[config.mk]
export PLATFORM = sky130hd
export DESIGN_NAME = butterfly_feeder
export DESIGN_NICKNAME = d
export VERILOG_FILES = /design/src/rtl/butterfly_feeder.sv
export SDC_FILE = /design/constraint.sdc
export NUM_CORES = 1
export LEC_CHECK = 0
export ABC_AREA = 1
export ABC_CLOCK_PERIOD_IN_PS = 7500
export CORE_ASPECT_RATIO = 0.6
export CORE_MARGIN = 3
export CORE_UTILIZATION = 30
export DETAILED_ROUTE_END_ITERATION = 8
export GPL_TIMING_DRIVEN = 0
export MAX_ROUTING_LAYER = met4
export PLACE_DENSITY = 0.51
export SYNTH_ARGS = -nofsm -noshare
export SYNTH_HDL_FRONTEND = slang
export SYNTH_SLANG_ARGS = --single-unit
[constraint.sdc]
create_clock -name clk -period 7.5 [get_ports clk]
set_input_delay 1.875 -clock clk [delete_from_list [all_inputs] [get_ports clk]]
set_output_delay 1.875 -clock clk [all_outputs]
set_load 0.02 [all_outputs]
[src/rtl/butterfly_feeder.sv]
// Frame buffer and pair scheduler feeding the FFT butterfly: collects `size` complex
// samples, then issues size/2 (a, b, twiddle) operand sets for one stage of span `stride`.
module butterfly_feeder #(
    parameter int n      = 32,
    parameter int d      = 16,
    parameter int size   = 8,
    parameter int stride = 1
) (
    input  logic                    clk,
    input  logic                    reset,
    input  logic                    recv_val,
    output logic                    recv_rdy,
    input  logic [n-1:0]            recv_r,
    input  logic [n-1:0]            recv_c,
    output logic                    send_val,
    input  logic                    send_rdy,
    output logic [n-1:0]            ar,
    output logic [n-1:0]            ac,
    output logic [n-1:0]            br,
    output logic [n-1:0]            bc,
    output logic [n-1:0]            wr,
    output logic [n-1:0]            wc,
    output logic [$clog2(size)-1:0] pair_idx,
    output logic [$clog2(size)-1:0] tw_idx,
    input  logic [n-1:0]            tw_r,
    input  logic [n-1:0]            tw_c
);

    localparam int AW  = $clog2(size);
    localparam int SW  = $clog2(stride);
    localparam int KSH = AW - 1 - SW;
    localparam logic [AW-1:0] MASK    = AW'(stride - 1);
    localparam logic [AW-1:0] SPAN    = AW'(stride);
    localparam logic [AW-1:0] LAST_NP = AW'(size / 2 - 1);
    localparam logic [AW-1:0] LAST_W  = AW'(size - 1);

    if (size < 2 || (size & (size - 1)) != 0) begin : g_bad_size
        $error("butterfly_feeder: size must be a power of two >= 2");
    end
    if (stride < 1 || stride > size / 2 || (stride & (stride - 1)) != 0) begin : g_bad_stride
        $error("butterfly_feeder: stride must be a power of two in 1..size/2");
    end
    if (d < 0 || d >= n) begin : g_bad_frac
        $error("butterfly_feeder: d must lie in 0..n-1");
    end

    typedef enum logic {
        FILL,
        ISSUE
    } state_t;

    state_t          state, state_nx;
    logic [AW-1:0]   wptr;
    logic [AW-1:0]   np;
    logic [n-1:0]    mem_r [size];
    logic [n-1:0]    mem_c [size];

    logic            accept;
    logic            load;
    logic [AW-1:0]   a_idx;
    logic [AW-1:0]   b_idx;
    logic [n-1:0]    a_r, a_c, b_r, b_c;

    // Stride is a power of two, so the div/mod pair mapping reduces to shifts and masks.
    function automatic logic [AW-1:0] pair_a(input logic [AW-1:0] p);
        return ((p >> SW) << (SW + 1)) | (p & MASK);
    endfunction

    function automatic logic [AW-1:0] tw_k(input logic [AW-1:0] p);
        return (p & MASK) << KSH;
    endfunction

    always_comb begin
        state_nx = state;
        recv_rdy = 1'b0;
        send_val = 1'b0;
        accept   = 1'b0;
        load     = 1'b0;
        case (state)
            FILL: begin
                recv_rdy = 1'b1;
                accept   = recv_val;
                if (recv_val && wptr == LAST_W) begin
                    load     = 1'b1;
                    state_nx = ISSUE;
                end
            end
            ISSUE: begin
                send_val = 1'b1;
                // np has already wrapped to 0 once the final pair is on the outputs.
                if (send_rdy) begin
                    if (np == '0) state_nx = FILL;
                    else          load     = 1'b1;
                end
            end
            default: state_nx = FILL;
        endcase
    end

    always_comb begin
        a_idx  = pair_a(np);
        b_idx  = a_idx + SPAN;
        tw_idx = tw_k(np);
        // The final sample is written at the same edge the first pair is loaded.
        a_r = (accept && wptr == a_idx) ? recv_r : mem_r[a_idx];
        a_c = (accept && wptr == a_idx) ? recv_c : mem_c[a_idx];
        b_r = (accept && wptr == b_idx) ? recv_r : mem_r[b_idx];
        b_c = (accept && wptr == b_idx) ? recv_c : mem_c[b_idx];
    end

    always_ff @(posedge clk) begin
        if (accept) begin
            mem_r[wptr] <= recv_r;
            mem_c[wptr] <= recv_c;
        end
    end

    always_ff @(posedge clk or posedge reset) begin
        if (reset) begin
            state    <= FILL;
            wptr     <= '0;
            np       <= '0;
            ar       <= '0;
            ac       <= '0;
            br       <= '0;
            bc       <= '0;
            wr       <= '0;
            wc       <= '0;
            pair_idx <= '0;
        end else begin
            state <= state_nx;
            if (accept) wptr <= wptr + 1'b1;
            if (load) begin
                ar       <= a_r;
                ac       <= a_c;
                br       <= b_r;
                bc       <= b_c;
                wr       <= tw_r;
                wc       <= tw_c;
                pair_idx <= a_idx;
                np       <= (np == LAST_NP) ? '0 : np + 1'b1;
            end
        end
    end

endmodule

# == Word level (Yosys, flattened, before mapping) ==
# Memory sizes are Yosys's and may differ from the RTL's. A register that Yosys moved wholly into a read port is not among the register bits.
# Index checks and enable logic that the tools add are counted.
# classes
n_addsub,3
n_eq_ne,2
n_mux,12
bitwise,1
reduce_logical,2
# ops
operator,count
$add A3 B1 Y3 const B,3
$mux W1,9
$pmux W1 S2,2
$eq A3 B2 Y1 const B,1
$eq A3 B3 Y1 const B,1
$logic_not A3 Y1,1
$mux W3,1
$logic_and A1 B1 Y1,1
$not A1 Y1,1
# word_totals
ff_bits,73
ram_bits,512
in_bits,132
memories,2
# memory_table
name,words,width,rd,rd_clocked_by_memory_dff,write_ports,line,text
mem_c,8,32,2,2,1,56,logic [n-1:0] mem_c [size];
mem_r,8,32,2,2,1,55,logic [n-1:0] mem_r [size];

# == Depth between registers and ports, before layout ==
# logic_depth
depth_word,4
mapped_depth,13
ltp_nobuf,8

# == Least setup slack after synthesis ==
# Ideal clock, no wire load.
# synth_timing
path_kind,input to register
from,in recv_val
to,"mem mem_c[0][0], enable pin"
t_arrival_ps,4935
t_required_ps,7014
path_slack_ps,2079
stages,3
cell_sequence,nand2_2 > or2_2 > nor2_1
# synth_between
elab_chain_cells,3
# synth_rtl
element,line,text
from (decl),11,"input logic recv_val,"
$mux W1,79,case (state)
$mux W1,112,if (accept) begin
$mux W1 (implied by the code),114,mem_c[wptr] <= recv_c;
to (decl),56,
# Every way passes these cells.

# == Final worst setup path ==
# layout_timing
from,reg state
to,out recv_rdy
# layout_between
elab_chain_cells,1
# layout_rtl
element,line,text
from (decl),52,"state_t state, state_nx;"
from (signal assigned),131,state <= state_nx;
$mux W1,79,
to (decl),12,"output logic recv_rdy,"
# Every way passes these cells.

==> run_results.csv <==
group,metric,value,unit
cells_and_area,fillers,8907,
clock_tree,post-cts-setup-buffers,0,
pwr,finalPower,15.13,mW
placement,place.port_buffers,327,
floorplan,die-height,242.7,um
pwr,power_frac_seq,36.4,%
worst_setup_path,path_buf_inv,2,
sta,maxSlewViolCount,0,
synth,ys_types,25,
worst_setup_path,critPathKind,"flop to output port",
route,drt_iter0_markers,1932,
placement,hpwl,62630,um
route,ant_nets,0,
clock_tree,cts_made_buffers,73,
worst_setup_path,critPathSlowestCell,"clkdlybuf4s50_1",
sta,tightest_slew,1025,ps
worst_setup_path,cp_data_required_time,5620,ps
route,viasPerCell,4.752,
cells_and_area,fin_cells,4197,
cells_and_area,drive_gt1_share,8.503,%
sta,post-route-period-util,49.67,%
worst_setup_path,path_delay_family,"buffers and inverters",
global_route,grt_use_total,18.86,%
floorplan,die_area,97170,sq um
sta,finalHoldViolCount,0,
sta,clock.fmax,0.2684,GHz
synth,syn_inst,2463,
route,wl_per_cell,21.54,um
pwr,powerDensity,421.5,nW/um^2
worst_setup_path,endpoint_kind,"output port",
worst_setup_path,worstSetupStartpointType,"flop",
pwr,p_leak,14.31,nW
synth,synthesis.area,28000,sq um
global_route,grt_pass1_vias,19260,
pwr,pwr-share-clk,24.6,%
clock_tree,cts_resized,0,
worst_setup_path,arrival,1850,ps
floorplan,die_w,400.4,um
pwr,switching_share,38.69,%
clock_tree,cts_max_level,3,
cells_and_area,mostFrequentLayoutCells,"nand2_1 (920), edfxtp_1 (512), clkdlybuf4s50_1 (327)",
floorplan,initial_core_util,30.40,%
pwr,irDropWorstVdd,0.0001966,V
hold_path,hp-class,"flop to flop",
cells_and_area,final_common_cell,"nand2_1",
synth,ys_ff_latch,713,
cells_and_area,final_nets,3027,
sta,fin_skew,20.09,ps
pwr,pwr-share-comb,39.1,%
global_route,grt-ovfl-total,0,
global_route,grt_antenna_before_repair,16,
clock_tree,cts_buffer_depth,3,
sta,finalSetupTns,0,ps
sta,fin_hold_ws,469.4,ps
placement,gp_congestion,0.8189,
clock_tree,root_buffer,"clkbuf_16",
worst_setup_path,crit_path_cell_trace,"inv_2 > clkdlybuf4s50_1",
route,drt_first_pass_iters,7,
cells_and_area,area_delta_synth_final,28.17,%
pwr,intPower,9.276,mW
floorplan,core_area,92110,sq um
clock_tree,clk_latency,660,ps
clock_tree,path_clk_slew,60,ps
synth,yosysWarnings,0,
route,vias,19950,
sta,slew_headroom,31.67,%
clock_tree,cts_tree,"done",
clock_tree,cts_num_sinks,713,
sta,grt_setup_unrepaired,"false",
worst_setup_path,crit_fanout,4,
route,wl,90400,um
global_route,grt_max_degree,112,
pwr,power.net_switching,5.853,mW
global_route,grt_pass1_wl,132100,um
run_status,outcome,"complete, no violations",
route,drcViolationCount,0,
sta,fin_crit,3725,ps
clock_tree,ctsHoldBuffers,0,
sta,finalSetupViolations,0,
worst_setup_path,slowest_delay,630,ps
floorplan,ioPinCount,332,
placement,place_inst,4048,
synth,avgSynthCellArea,11.37,sq um
synth,synth-seq-area-share,72.87,%
floorplan,fp-row-count,86,
flow_run,cap_violations,0,
-- final timing paths --
kind,from,to,slack (ps),cells after the start
max in group asynchronous,reset,bc[14],4730,3
worst min register to register,wr[12],wr[12],470,2
min in group asynchronous,reset,wr[25],1770,2
worst max register to register,np[1],bc[19],4060,11
worst min-delay path,wr[12],wr[12],470,2
worst max-delay path,state,recv_rdy,3770,2
-- stage by stage --
stage / worst slack, ps / cell area, sq um / util [%]
after detailed placement: 3134 / 33420 / 36.28
after global placement: -3309 / 32830 / 35.64
after floorplan: 142.6 / 28010 / -
final: 3775 / 35890 / 38.97
after global routing: 3718 / 35890 / 38.97
after CTS: 3712 / 35860 / 38.93
-- tightest hold or removal path: stages (launching register included) --
cell     delay, ps
dfrtp_1        340
nand2_1         50
nand2_1         40
-- layout make-up --
class | instances | area [sq um] | share of cell area, %
Timing Repair Buffer | 350 | 3794 | 10.57
Sequential cell | 713 | 20400 | 56.85
Clock buffer | 105 | 2068 | 5.763
Tap cell | 1232 | 1541 | 4.295
Inverter | 74 | 290.3 | 0.8088
Clock inverter | 31 | 372.9 | 1.039
Antenna cell | 13 | 32.53 | 0.09064
Multi-Input combinational cell | 1529 | 6544 | 18.23
Buffer | 150 | 843.3 | 2.350
-- state kept, by name, summed over array words and instances (netlist names) --
name / cells
wc: 32
br: 32
pair_idx: 2
np: 3
bc: 32
state: 1
mem_c: 256
wptr: 3
wr: 32
ar: 32
ac: 32
mem_r: 256
-- cell usage after synthesis --
master    count  area [sq um]
buf_2        62         310.3
o21ai_1       1         5.000
nand3_1     258          1291
buf_6        16         180.2
a21oi_1       2         10.01
nand3_4       1         17.52
clkbuf_1     40         150.1
inv_1        69         259.0
nand2_1     920          3453
o22ai_1      64         400.4
buf_4        22         165.2
o21ai_0     133         665.6
nand2_4       2         22.52
ha_1          4         50.05
inv_4         2         12.51
or2_2         1         6.260
nor2_8        1         20.02
dfrtp_1     201          5030
nor2_1      136         510.5
edfxtp_1    512         15370
buf_1        10         37.54
nand2_2       1         6.260
conb_1        1         3.750
inv_2         3         11.26
nand3_2       1         10.01
-- metal layers --
layer  routed length (um)  track usage, %
met1                41060           26.66
met3                 7804           4.601
met4                 1934           4.597
met2                39600           27.24
met5                    0               -
-- power groups by stage --
stage / Clock, mW / Sequential, mW / Combinational, mW
finish: 3.72 / 5.50 / 5.91
global route: 3.98 / 5.59 / 6.43
CTS: 3.81 / 5.51 / 5.95
detailed placement: 0 / 5.58 / 5.93
global placement: 0 / 5.64 / 5.73
floorplan: 0 / 6.14 / 2.55
-- cells by family (layout without fill, tap and decap cells) --
group | Yosys count | after routing | share of synthesized area (%)
AO/OA/AOI/OAI | 200 | 200 | 3.860
adder cells (fa/ha/maj) | 4 | 4 | 0.1787
buffers and inverters | 224 | 710 | 4.021
flip-flops | 713 | 713 | 72.87
other | 1 | 17 | 0.01339
AND/OR/NAND/NOR | 1321 | 1321 | 19.06
Power figures use the tool's default switching activity.
